===== src/rtl/float_divider.sv =====
// Single-precision floating-point divider.
// The mantissa quotient comes from restoring division, one bit per clock, MSB first.
// One extra cycle then normalises, rounds half-up and writes the result register.
// Operands are always treated as normalised; there is no special-value handling.
module float_divider #(
  parameter logic [7:0] EXP_BIAS = 8'd127
) (
  input  logic        Clk,
  input  logic        Rst,
  input  logic        Start,
  input  logic [31:0] Dividend,
  input  logic [31:0] Divisor,
  output logic [31:0] Result,
  output logic        Busy,
  output logic        Done
);

  typedef enum logic [1:0] {
    IDLE   = 2'd0,
    DIVIDE = 2'd1,
    ROUND  = 2'd2
  } state_t;

  state_t      state_r;
  logic        sign_r;
  logic [7:0]  exp_a_r;
  logic [7:0]  exp_b_r;
  logic [23:0] mant_b_r;
  logic [24:0] rem_r;
  logic [25:0] quot_r;
  logic [4:0]  iter_r;

  logic [24:0] trial_s;
  logic        q_bit_s;
  logic [24:0] rem_next_s;
  logic [24:0] sig_s;
  logic [7:0]  adj_s;
  logic        carry_s;
  logic [22:0] frac_s;
  logic [7:0]  exp_s;

  // One restoring-division step: subtract the divisor when it fits, then shift.
  // The remainder stays below twice the divisor, so 25 bits are always enough.
  always_comb begin
    trial_s = rem_r - {1'b0, mant_b_r};
    if (rem_r >= {1'b0, mant_b_r}) begin
      q_bit_s    = 1'b1;
      rem_next_s = trial_s << 1;
    end else begin
      q_bit_s    = 1'b0;
      rem_next_s = rem_r << 1;
    end
  end

  // Normalise the 26-bit raw quotient, round half-up, and form the biased exponent.
  // The rounding carry occurs only when every bit of sig_s is 1. In that case
  // the 23-bit fraction wraps to zero on its own.
  always_comb begin
    if (quot_r[25]) begin
      sig_s = quot_r[25:1];
      adj_s = 8'd0;
    end else begin
      sig_s = quot_r[24:0];
      adj_s = 8'd1;
    end
    carry_s = &sig_s;
    frac_s  = sig_s[23:1] + {22'd0, sig_s[0]};
    exp_s   = exp_a_r - exp_b_r + EXP_BIAS - adj_s + {7'd0, carry_s};
  end

  // Control FSM with the datapath registers and the registered outputs.
  always_ff @(posedge Clk) begin
    if (Rst) begin
      state_r  <= IDLE;
      sign_r   <= 1'b0;
      exp_a_r  <= 8'd0;
      exp_b_r  <= 8'd0;
      mant_b_r <= 24'd0;
      rem_r    <= 25'd0;
      quot_r   <= 26'd0;
      iter_r   <= 5'd0;
      Result   <= 32'd0;
      Busy     <= 1'b0;
      Done     <= 1'b0;
    end else begin
      Done <= 1'b0;
      case (state_r)
        IDLE: begin
          if (Start) begin
            sign_r   <= Dividend[31] ^ Divisor[31];
            exp_a_r  <= Dividend[30:23];
            exp_b_r  <= Divisor[30:23];
            mant_b_r <= {1'b1, Divisor[22:0]};
            rem_r    <= {1'b0, 1'b1, Dividend[22:0]};
            quot_r   <= 26'd0;
            iter_r   <= 5'd0;
            Busy     <= 1'b1;
            state_r  <= DIVIDE;
          end else begin
            Busy <= 1'b0;
          end
        end
        DIVIDE: begin
          quot_r <= {quot_r[24:0], q_bit_s};
          rem_r  <= rem_next_s;
          if (iter_r == 5'd25) begin
            iter_r  <= 5'd0;
            state_r <= ROUND;
          end else begin
            iter_r <= iter_r + 5'd1;
          end
        end
        ROUND: begin
          Result  <= {sign_r, exp_s, frac_s};
          Busy    <= 1'b0;
          Done    <= 1'b1;
          state_r <= IDLE;
        end
        default: begin
          Busy    <= 1'b0;
          iter_r  <= 5'd0;
          state_r <= IDLE;
        end
      endcase
    end
  end

endmodule


===== config.mk =====
export PLATFORM = sky130hd
export DESIGN_NAME = float_divider
export DESIGN_NICKNAME = d
export VERILOG_FILES = /design/src/rtl/float_divider.sv
export SDC_FILE = /design/constraint.sdc
export NUM_CORES = 1
export LEC_CHECK = 0
export BUFFER_PORTS_ARGS = -buffer_cell sky130_fd_sc_hd__buf_4
export CAP_MARGIN = 25
export CORE_ASPECT_RATIO = 0.5
export CORE_MARGIN = 8
export CORE_UTILIZATION = 30
export DETAILED_ROUTE_END_ITERATION = 10
export SETUP_SLACK_MARGIN = 0.05
export SYNTH_ARGS = -nofsm -noshare
export SYNTH_HDL_FRONTEND = slang
export SYNTH_SLANG_ARGS = --single-unit

===== constraint.sdc =====
create_clock -name Clk -period 12.72 [get_ports Clk]
set_clock_uncertainty 0.15 [all_clocks]
set_input_delay 1.272 -clock Clk [delete_from_list [all_inputs] [get_ports Clk]]
set_output_delay 1.272 -clock Clk [all_outputs]
set_load 0.005 [all_outputs]

==> reports/metrics.csv <==
stage;metric;value;unit
clocking;CTS tree;built;
critical_path;CP Launch Type;register;
drt;routed wire length;20760;um
timing;setup violators final;0;
yosys;Synth Instances;969;
timing;setup TNS;0;ps
timing;Tmin final;4178;ps
timing;Final WS setup;8542;ps
grt;largest net degree at the start of global routing;79;
cells_and_area;area occupied by multi-input gates;0.004536;mm^2
floorplan;Die ar.;0.03134;mm^2
yosys;warnings from Yosys;0;
cells_and_area;# diodes;0;
drt;Pre-antenna DRT Iters;4;
clocking;clk sinks;133;
yosys;sequential area share after synthesis;34.60;%
clocking;hold-fix buffers at CTS;0;
placed_design;total placed cells including tap cells;1363;
clocking;post-CTS setup buffer count;0;
yosys;distinct cell type count after synthesis;67;
timing;Final period util;32.85;%
yosys;Synth Register Bits;133;
power;pwr dens;141.0;mW/mm^2
critical_path;cells on worst reg2reg path;17;
floorplan;Std-Cell Rows;41;
timing;Worst Max-Slew Pin Slew;1038;ps
clocking;Reg clk slew, reported paths;60;ps
drt;post-route ant nets;0;
hold_path;hold path depth;2;
cells_and_area;Post-Layout Cell Count;1393;
placed_design;Place WS;8539;ps
clocking;CTS root buf;clkbuf_16;
grt;initial antenna violation count;0;
power;Static Leakage;3.704;nW
clocking;H-tree depth;4;
critical_path;WP data required;12910;ps
cells_and_area;layout net count;1155;
critical_path;critical path peak fanout;32;
placed_design;routability cong.;0.8730;
grt;first-pass GRT wire length;34310;um
floorplan;total core area;0.02519;mm^2
placed_design;hpwl dp;15430;um
clocking;# resized after CTS;0;
cells_and_area;layout cells sized above 1;14.97;%
critical_path;worst reg2reg endpoint;Result[30]$_SDFFE_PP0P_;
timing;Final Hold Viols;0;
timing;max-slew violation count;0;
grt;number of global-route vias before repair;6799;
critical_path;CP Capture Type;register;
critical_path;reg2reg setup slack;8540;ps
hold_path;hold_sp;mant_b_r[12]$_SDFFE_PP0P_;
cells_and_area;storage element area;0.002664;mm^2
power;VDD IR max;0.00008595;V
hold_path;Hold Crit Class;register to register;
floorplan;Initial Util;30.55;%
floorplan;die span in y;129.2;um
placed_design;IO Port Bufs;100;
clocking;Longest Clk Path Bufs;2;
yosys;FFs w/ async S/R, synth;0;%
drt;Vias;6908;
clocking;clk_lat worst skew;430;ps
yosys;Post-synth EDFFs;0;
drt;DRT iter0 DRCs;351;
timing;RSZ-0062 raised after global routing;no;
clocking;CTS Buf Count;17;
drt;wire per inst;14.90;um
grt;GRT Util Overall;13.31;%
grt;gr ovfl total;0;
yosys;Post-Syn Nets;1086;
job;max-cap viol count;0;
critical_path;worst r2r src;quot_r[25]$_SDFFE_PP0P_;
timing;Slew headroom;30.79;%
floorplan;Die X;242.5;um
yosys;Synth Flop Type;dfxtp_1;
timing;fmax;0.2393;GHz
yosys;synthesized area;0.007695;mm^2
drt;Vias/cell;4.959;
hold_path;Hold EP;mant_b_r[12]$_SDFFE_PP0P_;
yosys;syn_area_per_cell;7.941;um^2
power;overall power;1.300;mW
critical_path;WP data arrival;4370;ps
critical_path;WS Path Type;register to register;
floorplan;Ports;101;
outcome;status;finished clean;
drt;drt drc;0;
cells_and_area;# fillers;2600;
cells_and_area;Synth-to-Final Area Change;19.84;%
-- sequential cells by signal, summed over array words and instances, names as in the netlist --
signal,cells
Busy,1
Done,1
Result,32
exp_a_r,8
exp_b_r,8
iter_r,5
mant_b_r,24
quot_r,26
rem_r,25
sign_r,1
state_r,2
-- report_power, final --
part,switching [mW],internal (mW)
sequential,0.0160,0.439
combinational,0.221,0.173
clock,0.181,0.270
total,0.418,0.882
-- cell usage in the layout, fill, tap and decap left out, types with 22 or more instances in the layout --
cell,instances
a21oi_1,115
buf_4,111
dfxtp_1,132
ha_1,47
inv_1,59
mux2i_1,44
nand2_1,176
nand3_1,22
nor2_1,51
o21ai_0,25
xnor2_1,25
-- worst max-delay path by stage --
| stage | start | endpoint | cells after the start |
|---|---|---|---|
| after floorplan | quot_r[25]$_SDFFE_PP0P_ | Result[30]$_SDFFE_PP0P_ | 22 |
| after global placement | quot_r[25]$_SDFFE_PP0P_ | Result[30]$_SDFFE_PP0P_ | 17 |
| after detailed placement | quot_r[25]$_SDFFE_PP0P_ | Result[30]$_SDFFE_PP0P_ | 17 |
| after CTS | quot_r[25]$_SDFFE_PP0P_ | Result[30]$_SDFFE_PP0P_ | 17 |
| after global routing | quot_r[25]$_SDFFE_PP0P_ | Result[30]$_SDFFE_PP0P_ | 17 |
| final | quot_r[25]$_SDFFE_PP0P_ | Result[30]$_SDFFE_PP0P_ | 17 |
-- routing by layer --
metal	up-vias	share of wire [%]	GRT usage, %
li1	3522	-	-
met1	3254	45	16.16
met2	113	50	23.60
met3	19	3.7	3.020
met4	0	1.3	3.812
met5	-	0	0
-- cells by family after synthesis --
family	share of synthesized area, %
DFF	34.60
adders and majority gates	8.423
buffers and inverters	6.553
AOI/OAI and AO/OA	20.89
xor gates and xnor gates	3.984
and+or+nand+nor	18.94
muxes	6.602
-- layout make-up --
| type | instances | area share (%) |
|---|---|---|
| Clock buffer | 21 | 4.885 |
| Tap cell | 344 | 4.668 |
| Clock inverter | 9 | 0.8955 |
| Multi-Input combinational cell | 715 | 49.19 |
| Timing Repair Buffer | 111 | 9.037 |
| Inverter | 60 | 2.442 |
| Sequential cell | 133 | 28.89 |
-- through the flow --
stage / hold slack (ps) / area (um^2) / util (%)
after floorplan: 279.0 / 7695 / -
after global placement: 292.6 / 8688 / 34.49
after detailed placement: 297.7 / 8688 / 34.49
after CTS: 306.0 / 9221 / 36.61
after global routing: 316.8 / 9221 / 36.61
final: 301.9 / 9221 / 36.61
-- Yosys cell counts (18+ instances only) --
cell	number	area share [%]
clkbuf_1	48	2.3
xnor2_1	25	2.8
a211oi_1	18	1.8
a22o_1	21	2.4
dfxtp_1	133	35
nand3_1	22	1.4
inv_1	59	2.9
mux2i_1	44	5.7
nand2_1	176	8.6
nor2_1	52	2.5
a21oi_1	115	7.5
o21ai_0	25	1.6
ha_1	47	7.6
-- critical path: stages (launching register included) --
cell,delay [ps]
dfxtp_2,560
buf_4,400
mux2_2,400
nand3_1,180
nor4_2,90
o211ai_1,150
nor3_2,110
o2111a_1,140
fa_1,360
ha_1,220
fa_1,400
a21oi_1,160
nor2_1,50
nor2_1,150
o21bai_1,80
a21oi_1,170
xnor2_1,90
a211oi_1,210
Power figures use the tool's default switching activity.
